[config.mk]
export PLATFORM = sky130hd
export DESIGN_NAME = window_control
export DESIGN_NICKNAME = d
export VERILOG_FILES = /design/src/rtl/window_control.sv
export SDC_FILE = /design/constraint.sdc
export NUM_CORES = 1
export LEC_CHECK = 0
export CORE_MARGIN = 4
export CORE_UTILIZATION = 43
export DETAILED_ROUTE_END_ITERATION = 7
export PLACE_DENSITY_LB_ADDON = 0.25
export SYNTH_ARGS = -nofsm -noshare
export SYNTH_HDL_FRONTEND = slang
export SYNTH_SLANG_ARGS = --single-unit
[constraint.sdc]
create_clock -name Clk -period 2.38 [get_ports Clk]
set_input_delay 0.357 -clock Clk [delete_from_list [all_inputs] [get_ports Clk]]
set_output_delay 0.357 -clock Clk [all_outputs]
set_load 0.02 [all_outputs]
[src/rtl/window_control.sv]
// Window control: owns the current window pointer and window invalid mask for
// the 4-window register file, applies window moves, and raises overflow /
// underflow traps that are held until the trap unit acknowledges them.
//
// state     | meaning
// ----------+---------------------------------------------------------------
// IDLE      | window ops accepted, one per cycle by priority
// TRAP_PEND | overflow/underflow trap waiting for TrapAck; SAVE/RESTORE/RETT
//           | dropped, trap entry and CWP writes still honoured
module window_control #(
   parameter int                  NWIN      = 4,
   parameter int                  CWP_W     = 2,
   parameter logic [CWP_W-1:0]    RESET_CWP = '0,
   parameter logic [NWIN-1:0]     RESET_WIM = 4'b0010
) (
   input  logic             Clk,
   input  logic             Reset,
   input  logic             Save,
   input  logic             Restore,
   input  logic             Rett,
   input  logic             TrapEntry,
   input  logic             WrCwpEn,
   input  logic [CWP_W-1:0] WrCwpData,
   input  logic             WrWimEn,
   input  logic [NWIN-1:0]  WrWimData,
   input  logic             TrapAck,
   output logic [CWP_W-1:0] CWP,
   output logic [NWIN-1:0]  WIM,
   output logic             TrapReq,
   output logic [1:0]       TrapType,
   output logic             Busy
);

   typedef enum logic {
      IDLE      = 1'b0,
      TRAP_PEND = 1'b1
   } state_t;

   localparam logic [1:0] TT_NONE  = 2'b00;
   localparam logic [1:0] TT_OVF   = 2'b01;
   localparam logic [1:0] TT_UNF   = 2'b10;

   state_t           state_q, state_d;
   logic [CWP_W-1:0] cwp_q, cwp_d;
   logic [NWIN-1:0]  wim_q, wim_d;
   logic             trap_req_q, trap_req_d;
   logic [1:0]       trap_type_q, trap_type_d;
   logic [CWP_W-1:0] cwp_dec, cwp_inc;

   // Neighbour windows; width-limited arithmetic gives the modulo-4 wrap.
   assign cwp_dec = cwp_q - CWP_W'(1);
   assign cwp_inc = cwp_q + CWP_W'(1);

   // State and window registers; reset wins over every other input.
   always_ff @(posedge Clk) begin
      if (Reset) begin
         state_q     <= IDLE;
         cwp_q       <= RESET_CWP;
         wim_q       <= RESET_WIM;
         trap_req_q  <= 1'b0;
         trap_type_q <= TT_NONE;
      end else begin
         state_q     <= state_d;
         cwp_q       <= cwp_d;
         wim_q       <= wim_d;
         trap_req_q  <= trap_req_d;
         trap_type_q <= trap_type_d;
      end
   end

   // Next-state: prioritised window move plus independent WIM write; window
   // checks deliberately look at the pre-write WIM.
   always_comb begin
      state_d     = state_q;
      cwp_d       = cwp_q;
      wim_d       = WrWimEn ? WrWimData : wim_q;
      trap_req_d  = trap_req_q;
      trap_type_d = trap_type_q;

      case (state_q)
         IDLE: begin
            if (TrapEntry) begin
               cwp_d = cwp_dec;
            end else if (WrCwpEn) begin
               cwp_d = WrCwpData;
            end else if (Save) begin
               if (wim_q[cwp_dec]) begin
                  trap_req_d  = 1'b1;
                  trap_type_d = TT_OVF;
                  state_d     = TRAP_PEND;
               end else begin
                  cwp_d = cwp_dec;
               end
            end else if (Restore || Rett) begin
               if (wim_q[cwp_inc]) begin
                  trap_req_d  = 1'b1;
                  trap_type_d = TT_UNF;
                  state_d     = TRAP_PEND;
               end else begin
                  cwp_d = cwp_inc;
               end
            end
         end
         TRAP_PEND: begin
            if (TrapEntry) begin
               cwp_d = cwp_dec;
            end else if (WrCwpEn) begin
               cwp_d = WrCwpData;
            end
            if (TrapAck) begin
               trap_req_d  = 1'b0;
               trap_type_d = TT_NONE;
               state_d     = IDLE;
            end
         end
         default: begin
            state_d = IDLE;
         end
      endcase
   end

   assign CWP      = cwp_q;
   assign WIM      = wim_q;
   assign TrapReq  = trap_req_q;
   assign TrapType = trap_type_q;
   assign Busy     = (state_q == TRAP_PEND);

endmodule
# == Word level (Yosys, flattened, before mapping) ==
# Index checks and enable logic that the tools add are counted.
# totals
register_bits,10
# op_classes
n_eq_ne,10
n_mux,37
n_reduce_logical,3
bitwise,1
magnitude_cmp,2
add_sub_neg,2
# op_table
cell,n
2-bit two-way mux,15
1-bit two-way mux,16
"5-bit inequality test, second input constant",3
"3-bit inequality test, second input constant",4
2-bit one-hot mux with 2 select lines,2
"2-bit by 3-bit less-than comparator with 1-bit output, second input constant",2
"2-bit inequality test, second input constant",3
6-bit AND reduction,1
1-bit binary-select mux with 2-bit select,2
1-bit one-hot mux with 2 select lines,2
4-bit AND reduction,1
"2-bit by 1-bit adder with 2-bit output, second input constant",1
"2-bit by 1-bit subtractor with 2-bit output, second input constant",1
1-bit logical OR,1
1-bit inverter,1

# == Logic depth before layout (Yosys ltp) ==
# Gate-level depths: netlist of the first run.
# logic_depth
word_depth,9
mapped_depth,5

# == Worst setup path before layout of the first run ==
# No wires, ideal clock.
# synth_timing
path_type,register -> register
startpoint,reg cwp_q[0] (netlist: CWP[0])
endpoint,reg trap_type_q[1] (netlist: TrapType[1])
path_slack_ns,0.584
stages_incl_launch_ff,6
n_path_buf,1
required_ns,2.301
period_less_slack_ns,1.796
t_arrival_ns,1.717
cell_sequence,dfxtp_1 buf_6 mux4_2 or2_0 a21bo_1 a211oi_2
# synth_via
elab_chain_len,5
word_cells_on_any_way,9
cone_classes,2 x add/sub; 2 x eq/ne; 4 x mux; 1 x reduce/logical
# synth_rtl
item,line,source
from (decl),44,"logic [CWP_W-1:0] cwp_q, cwp_d;"
from (signal assigned),64,cwp_q <= cwp_d;
2-bit by 1-bit subtractor with 2-bit output / 2-bit by 1-bit adder with 2-bit output (equally long branches),"51, 52",
1-bit binary-select mux with 2-bit select (on tied branches),"87, 95",
1-bit two-way mux (on tied branches),"87, 95",
3-bit inequality test (no source line),-,
6-bit AND reduction (no source line) *,-,
to (signal assigned),67,trap_type_q <= trap_type_d;
to (decl),47,"logic [1:0] trap_type_q, trap_type_d;"
# Mark *: on every way between the ends. The rest lies on a longest branch, timed or not. The select of a mux whose other input is x is not followed.
# A chain may end at the register's enable or synchronous reset.

# == Final worst setup path of the first run ==
# Same ends and word-level chain as after synthesis.

==> results of run 1 <==
==> per-layer routing <==
layer,global-route usage,routed length (um),vias up
met4,0.0542,23,0
met2,0.206,540,18
met3,0.0239,85,4
met1,0.187,672,250
li1,-,-,281
met5,0,0,-
==> sequential cells by signal, summed over array words and instances (netlist names) <==
| register | count |
|---|---|
| WIM | 4 |
| TrapReq | 1 |
| CWP | 2 |
| TrapType | 2 |
| Busy | 1 |
==> per-stage QoR <==
step,util,hold WS [ns],instances,instance area (sq um)
2_1_floorplan,-,0.422,62,579
3_3_place_gp,0.687,0.479,96,815
3_5_place_dp,0.687,0.490,96,815
4_1_cts,0.717,0.507,100,851
5_1_grt,0.717,0.532,100,851
6_report,0.717,0.504,100,851
==> report_power, final <==
| part | internal (mW) | switching [mW] | leakage [nW] |
|---|---|---|---|
| logic | 0.0850 | 0.0688 | 0.241 |
| registers | 0.180 | 0.0179 | 0.0823 |
| clock network | 0.0928 | 0.0595 | 0.0210 |
==> cell usage after synthesis <==
master / instances / area (sq um)
sky130_fd_sc_hd__or2_2: 2 / 12.5
sky130_fd_sc_hd__o31ai_1: 1 / 7.51
sky130_fd_sc_hd__a211oi_2: 1 / 12.5
sky130_fd_sc_hd__xnor2_1: 1 / 8.76
sky130_fd_sc_hd__clkbuf_1: 3 / 11.3
sky130_fd_sc_hd__mux2i_1: 5 / 50.1
sky130_fd_sc_hd__nand3b_1: 1 / 7.51
sky130_fd_sc_hd__dfxtp_1: 10 / 200
sky130_fd_sc_hd__a21o_1: 1 / 7.51
sky130_fd_sc_hd__o2111a_1: 1 / 11.3
sky130_fd_sc_hd__o32ai_2: 1 / 16.3
sky130_fd_sc_hd__a21oi_1: 1 / 5.00
sky130_fd_sc_hd__or2_0: 1 / 6.26
sky130_fd_sc_hd__nor3_1: 2 / 10.0
sky130_fd_sc_hd__nor2_1: 8 / 30.0
sky130_fd_sc_hd__o221ai_1: 1 / 8.76
sky130_fd_sc_hd__buf_6: 1 / 11.3
sky130_fd_sc_hd__o21a_1: 1 / 7.51
sky130_fd_sc_hd__mux4_2: 2 / 45.0
sky130_fd_sc_hd__inv_1: 2 / 7.51
sky130_fd_sc_hd__a2bb2oi_1: 1 / 8.76
sky130_fd_sc_hd__o21ai_0: 1 / 5.00
sky130_fd_sc_hd__a311oi_1: 1 / 8.76
sky130_fd_sc_hd__a31oi_1: 4 / 25.0
sky130_fd_sc_hd__o211a_1: 2 / 20.0
sky130_fd_sc_hd__a21bo_1: 1 / 10.0
sky130_fd_sc_hd__nand2b_1: 1 / 6.26
sky130_fd_sc_hd__nand2_1: 5 / 18.8
==> logic make-up after synthesis <==
kind of cell / Yosys count / share of synthesized area
compound gates: 18 / 0.266
xor+xnor: 1 / 0.0151
buf+inv: 6 / 0.0518
flops: 10 / 0.346
mux: 7 / 0.164
simple gates: 20 / 0.158
==> path summary, 6_finish.rpt <==
| check | endpoint | slack, ns |
|---|---|---|
| setup / recovery | TrapType[1] | 0.57 |
| hold / removal | TrapReq | 0.50 |
| setup reg to reg | TrapType[1] | 0.57 |
| hold reg to reg | TrapReq | 0.50 |
==> worst max-delay path, cell delays in order, from the launching register on <==
cell	delay, ns
sky130_fd_sc_hd__dfxtp_1	0.50
sky130_fd_sc_hd__mux4_2	0.62
sky130_fd_sc_hd__or2_0	0.23
sky130_fd_sc_hd__a21bo_1	0.20
sky130_fd_sc_hd__a211oi_2	0.19
==> final cells by class <==
type                       instances  area [sq um]
inverter                           2          7.51
timing repair buffer              24           240
sequential                        10           200
tap                               14          17.5
clock buffer                       4          36.3
fill                              93           335
multi-input combinational         46           349
==> summary.json, run 1 <==
{
  "nNetsFinal": 102,
  "clk_path_buf_depth": 2,
  "die-width_um": 44.7,
  "slew_headroom": 0.600,
  "insertedDiodeCount": 0,
  "clock_tree_from_tritoncts": "done",
  "core_area_sq_mm": 0.00119,
  "final_cell_mix": "24 x sky130_fd_sc_hd__clkdlybuf4s50_1, 10 x sky130_fd_sc_hd__dfxtp_1, 8 x sky130_fd_sc_hd__nor2_1, 5 x sky130_fd_sc_hd__nand2_1, 5 x sky130_fd_sc_hd__mux2i_1",
  "setup_skew_ns": 0.00203,
  "floorplan.io_pins": 25,
  "cts_post_setup_buffers_inserted": 0,
  "layout-drive-gt1-share": 0.116,
  "clock-root-buffer": "sky130_fd_sc_hd__clkbuf_4",
  "setup_ws_ns": 0.572,
  "report.power.total_uw": 505,
  "worst_pin_slew_ns": 0.596,
  "hp-class": "reg -> reg",
  "place_hpwl_mm": 1.05,
  "worst_ep_arrival_time_ns": 2.00,
  "avgRoutedWirePerCell_um": 13.2,
  "post_synthesis_to_final_layout_area_growth_pct": 46.9,
  "number_of_register_bits_inferred_by_synthesis": 10,
  "regToRegStartpoint": "CWP[0]",
  "drt-pass1-iter-count": 4,
  "status": "complete, no violations",
  "post-route-period-util": 0.760,
  "hold_viol_final": 0,
  "die_area_sq_mm": 0.00200,
  "worst-r2r-cell-count": 4,
  "worst_skew_pair.late_latency_ns": 0.26,
  "tns_ns": 0,
  "crit_path_start_kind": "flip-flop",
  "layout_min_cycle_time_ns": 1.81,
  "worst_setup_path_end_kind": "flip-flop",
  "cts_max_level": 1,
  "post_cts_hold_buffer_count": 0,
  "gp_routability_congestion": 0.807,
  "cap_violations": 0,
  "rsz0062_at_grt": "false",
  "power_density_mw_per_mm2": 593,
  "drt-initial-drc-count": 8,
  "ys_types": 28,
  "vdd_ir_drop_max_mv": 0.411,
  "setup_viol_count_final": 0,
  "ctsResizeCount": 0,
  "die_h_um": 44.7,
  "initial_core_util": 0.488,
  "number_of_cells_traversed_by_the_worst_hold_path": 1,
  "antenna_found_initial": 0,
  "synth.yosys.seq_area_share": 0.346,
  "dr_total_vias": 553,
  "grt_pass1_wl_mm": 2.05,
  "overall_fraction_of_global_route_tracks_in_use": 0.135,
  "p_leak_nw": 0.345,
  "clk_pin_slew_worst_paths_ns": 0.07,
  "grt_pass1_vias": 457,
  "timing.critical_path.required_ns": 2.57,
  "place_worst_setup_slack_ns": 0.418,
  "detail-route-antenna-nets": 0,
  "critPathKind": "reg -> reg",
  "startpoint": "CWP[0]",
  "mappedNetlistArea_sq_um": 579,
  "drcViolationCount": 0,
  "syn_nets": 77,
  "routed_wl_mm": 1.32,
  "crit_fanout": 7,
  "core.rowCount": 12,
  "io_buffers": 24,
  "grt_start_max_net_pins": 11,
  "drv_slew": 0,
  "postSynthAreaPerCell_sq_um": 9.34,
  "fmax_mhz": 553,
  "synthesis.yosys.warnings": 0,
  "hold_path.startpoint": "TrapReq",
  "syn-instance-count": 62,
  "route.detailed.vias_per_inst": 5.53,
  "grt_remaining_overflow": 0,
  "clock_sink_count": 10,
  "tritoncts.num_buffers": 3,
  "layout.cells.most_common": "sky130_fd_sc_hd__clkdlybuf4s50_1"
}
Note: power is estimated with default switching activity, not from simulation.
==> run 2, diff against run 1 <==
--- a/config.mk
+++ b/config.mk
@@ -6,7 +6,7 @@
 export NUM_CORES = 1
 export LEC_CHECK = 0
 export CORE_MARGIN = 4
-export CORE_UTILIZATION = 43
+export CORE_UTILIZATION = 40
 export DETAILED_ROUTE_END_ITERATION = 7
 export PLACE_DENSITY_LB_ADDON = 0.25
 export SYNTH_ARGS = -nofsm -noshare
==> constraint.sdc (replaced) <==
create_clock -name Clk -period 1.8 [get_ports Clk]
set_input_delay 0.27 -clock Clk [delete_from_list [all_inputs] [get_ports Clk]]
set_output_delay 0.27 -clock Clk [all_outputs]
set_load 0.02 [all_outputs]
==> run 2 against run 1 <==
Net effect: clock power rose by 36%; critical endpoint is now Busy; cell count grew 6.0%; register-to-register slack lost 0.39 ns; cell area grew 4.6%; setup slack worse by 0.49 ns; sequential share of layout area is 1.0 points lower; sequential cell count is the same; die area up 6.1%; combinational power increased by 51%.
==> summary.json, run 2 (same netlist as run 1, synthesis figures left out) <==
{
  "status": "complete, no violations",
  "tritoncts.num_buffers": {"value": 3, "change": "unchanged"},
  "p_leak": {"value": 0.370, "unit": "nW", "change": "+7.2%"},
  "die-width": {"value": 46.1, "unit": "um", "change": "+3.0%"},
  "cts_max_level": {"value": 1, "change": "unchanged"},
  "grt_pass1_wl": {"value": 2.71, "unit": "mm", "change": "+32%"},
  "post_synthesis_to_final_layout_area_growth_pct": 53.6,
  "crit_slowest_cell": "sky130_fd_sc_hd__clkdlybuf4s50_1",
  "slew_headroom": {"value": 0.785, "change": "+0.186"},
  "clk_path_buf_depth": {"value": 2, "change": "unchanged"},
  "overall_fraction_of_global_route_tracks_in_use": {"value": 0.183, "change": "+0.0477"},
  "hp-class": "reg -> reg",
  "crit_path_start_kind": "flip-flop",
  "clock_sink_count": {"value": 10, "change": "unchanged"},
  "die_h": {"value": 46.1, "unit": "um", "change": "+3.0%"},
  "drt-pass1-iter-count": {"value": 4, "change": "unchanged"},
  "clk_pin_slew_worst_paths": {"value": 0.07, "unit": "ns", "change": "about the same"},
  "critPathKind": "reg -> out",
  "count_of_filler_cells_inserted_in_the_layout": {"value": 136, "change": "+46%"},
  "initial_core_util": {"value": 0.434, "change": "-0.0541"},
  "number_of_cells_traversed_by_the_worst_hold_path": {"value": 2, "change": "+1"},
  "area_after_detailed_placement": {"value": 853, "unit": "sq um", "change": "+4.8%"},
  "hold_path.startpoint": "TrapType[0]",
  "dr_total_vias": {"value": 607, "change": "+9.8%"},
  "final_cell_mix": "24 x sky130_fd_sc_hd__clkdlybuf4s50_1, 10 x sky130_fd_sc_hd__dfxtp_1, 8 x sky130_fd_sc_hd__nor2_1",
  "grt_pass1_vias": {"value": 639, "change": "+40%"},
  "layout-drive-gt1-share": {"value": 0.165, "change": "+0.0486"},
  "antenna_found_initial": {"value": 0, "change": "unchanged"},
  "worst_setup_path_end_kind": "primary output",
  "largest_register_ffs": {"value": 4, "change": "unchanged"},
  "fmax_mhz": 580,
  "drt-initial-drc-count": {"value": 8, "change": "unchanged"},
  "report.power.total": {"value": 695, "unit": "uW", "change": "+38%"},
  "post-route-period-util": 0.957,
  "route.detailed.vias_per_inst": {"value": 5.73, "change": "+3.6%"},
  "grt_start_max_net_pins": {"value": 11, "change": "unchanged"},
  "rsz0062_at_grt": "false",
  "regToRegStartpoint": "CWP[0]",
  "drcViolationCount": {"value": 0, "change": "unchanged"},
  "ctsResizeCount": {"value": 0, "change": "unchanged"},
  "place_hpwl": {"value": 1.29, "unit": "mm", "change": "+23%"},
  "top_usage_layer": "met2",
  "clock-root-buffer": "sky130_fd_sc_hd__clkbuf_4",
  "setup_skew": {"value": 0.00489, "unit": "ns", "change": "+0.00286 ns"},
  "cts_post_setup_buffers_inserted": {"value": 0, "change": "unchanged"},
  "core_area": {"value": 0.00133, "unit": "sq mm", "change": "+12%"},
  "die_area": {"value": 0.00212, "unit": "sq mm", "change": "+6.1%"},
  "regToRegEndpoint": "TrapType[1]",
  "hold_viol_final": {"value": 0, "change": "unchanged"},
  "gp_routability_congestion": {"value": 0.848, "change": "+5.0%"},
  "floorplan.io_pins": {"value": 25, "change": "unchanged"},
  "detail-route-antenna-nets": {"value": 0, "change": "unchanged"},
  "crit_family": "buffers and inverters",
  "clock_tree_from_tritoncts": "done",
  "worst-r2r-cell-count": {"value": 4, "change": "unchanged"},
  "core.rowCount": {"value": 13, "change": "+1"},
  "timing.critical_path.required": {"value": 1.53, "unit": "ns", "change": "-1.04 ns"},
  "routed_wl": {"value": 1.66, "unit": "mm", "change": "+26%"},
  "layout.cell_area.non_filler": {"value": 890, "unit": "sq um", "change": "+4.6%"},
  "setup.reg_to_reg.worst_slack": {"value": 0.18, "unit": "ns", "change": "-0.39 ns"},
  "avgRoutedWirePerCell": {"value": 15.7, "unit": "um", "change": "+19%"},
  "worst_skew_pair.late_latency": {"value": 0.27, "unit": "ns", "change": "about the same"},
  "cell_by_cell_listing_of_the_critical_path": "clkdlybuf4s50_1",
  "cap_violations": {"value": 0, "change": "unchanged"},
  "worst_ep_arrival_time": {"value": 1.45, "unit": "ns", "change": "-0.55 ns"},
  "max_stage_delay": {"value": 0.67, "unit": "ns", "change": "+0.05 ns"},
  "setup_viol_count_final": {"value": 0, "change": "unchanged"},
  "insertedDiodeCount": {"value": 0, "change": "unchanged"},
  "vdd_ir_drop_max": {"value": 0.401, "unit": "mV", "change": "-2.5%"},
  "worst_pin_slew": {"value": 0.321, "unit": "ns", "change": "-0.274 ns"},
  "global_routing_met1_resource_utilization": {"value": 0.195, "change": "+0.00789"},
  "power_density": {"value": 781, "unit": "mW/mm^2", "change": "+32%"},
  "io_buffers": {"value": 24, "change": "unchanged"},
  "met3_usage": {"value": 0.0703, "change": "+0.0464"},
  "crit_fanout": {"value": 10, "change": "+3"},
  "worst_hold_path.endpoint": "TrapType[0]",
  "grt_remaining_overflow": {"value": 0, "change": "unchanged"},
  "tns": {"value": 0, "unit": "ns", "change": "unchanged"},
  "crit_buf_inv": {"value": 1, "change": "+1"},
  "drv_slew": {"value": 0, "change": "unchanged"},
  "layout.cells.most_common": "sky130_fd_sc_hd__clkdlybuf4s50_1",
  "met2_routing_resource_usage_after_global_routing": {"value": 0.313, "change": "+0.107"},
  "post_cts_hold_buffer_count": {"value": 0, "change": "unchanged"},
  "layout_min_cycle_time_ns": 1.72,
  "nNetsFinal": {"value": 107, "change": "+4.9%"}
}
[run 2: cell count changes in the layout (fill, tap and decap cells not counted), sizes merged]
cell and change:
buf +5
[run 2: how the worst max path moves through the flow]
| stage | startpoint | endpoint | slack, ns | cells past startpoint |
|---|---|---|---|---|
| 4_1_cts | Busy | Busy | 0.06 | 1 |
| 5_1_grt | Busy | Busy | 0.01 | 1 |
| 2_1_floorplan | CWP[0] | TrapType[1] | 0.004 | 5 |
| 3_3_place_gp | Save | CWP[0] | 0.15 | 5 |
| 6_report | Busy | Busy | 0.08 | 1 |
| 3_5_place_dp | Rett | TrapReq | 0.11 | 5 |
[run 2: worst reg2reg max path, cell delays in order (launching register included)]
cell and delay (ns):
sky130_fd_sc_hd__dfxtp_1 0.35, sky130_fd_sc_hd__mux4_2 0.58, sky130_fd_sc_hd__or2_0 0.23, sky130_fd_sc_hd__a21bo_1 0.20
sky130_fd_sc_hd__a211oi_2 0.19
[run 2: final cells by class]
class                      instances  area, sq um  area share
tap                               15         18.8      0.0211
sequential                        10          200       0.225
timing repair buffer              29          278       0.312
clock buffer                       4         36.3      0.0408
inverter                           2         7.51     0.00844
multi-input combinational         46          349       0.392
[run 2: where the power goes]
group | total, mW | leakage, nW | switching, mW | internal [mW]
sequential | 0.255 | 0.0823 | 0.0163 | 0.239
combinational | 0.233 | 0.266 | 0.108 | 0.125
clock | 0.207 | 0.0210 | 0.0841 | 0.123
[run 2: stage by stage]
| step | util | cells | setup slack (ns) | hold slack [ns] |
|---|---|---|---|---|
| 6_report | 0.667 | 106 | 0.0773 | 0.551 |
| 5_1_grt | 0.667 | 106 | 0.0114 | 0.587 |
| 4_1_cts | 0.667 | 106 | 0.0645 | 0.553 |
| 3_5_place_dp | 0.640 | 102 | 0.113 | 0.535 |
| 3_3_place_gp | 0.640 | 102 | 0.148 | 0.489 |
| 2_1_floorplan | - | 62 | 0.00355 | 0.335 |
[run 2: layer usage]
metal | vias to the layer above | share of wire | routed length, um
li1 | 289 | - | -
met1 | 290 | 0.40 | 659
met2 | 22 | 0.52 | 857
met3 | 6 | 0.064 | 107
met4 | 0 | 0.024 | 40
met5 | - | 0 | 0
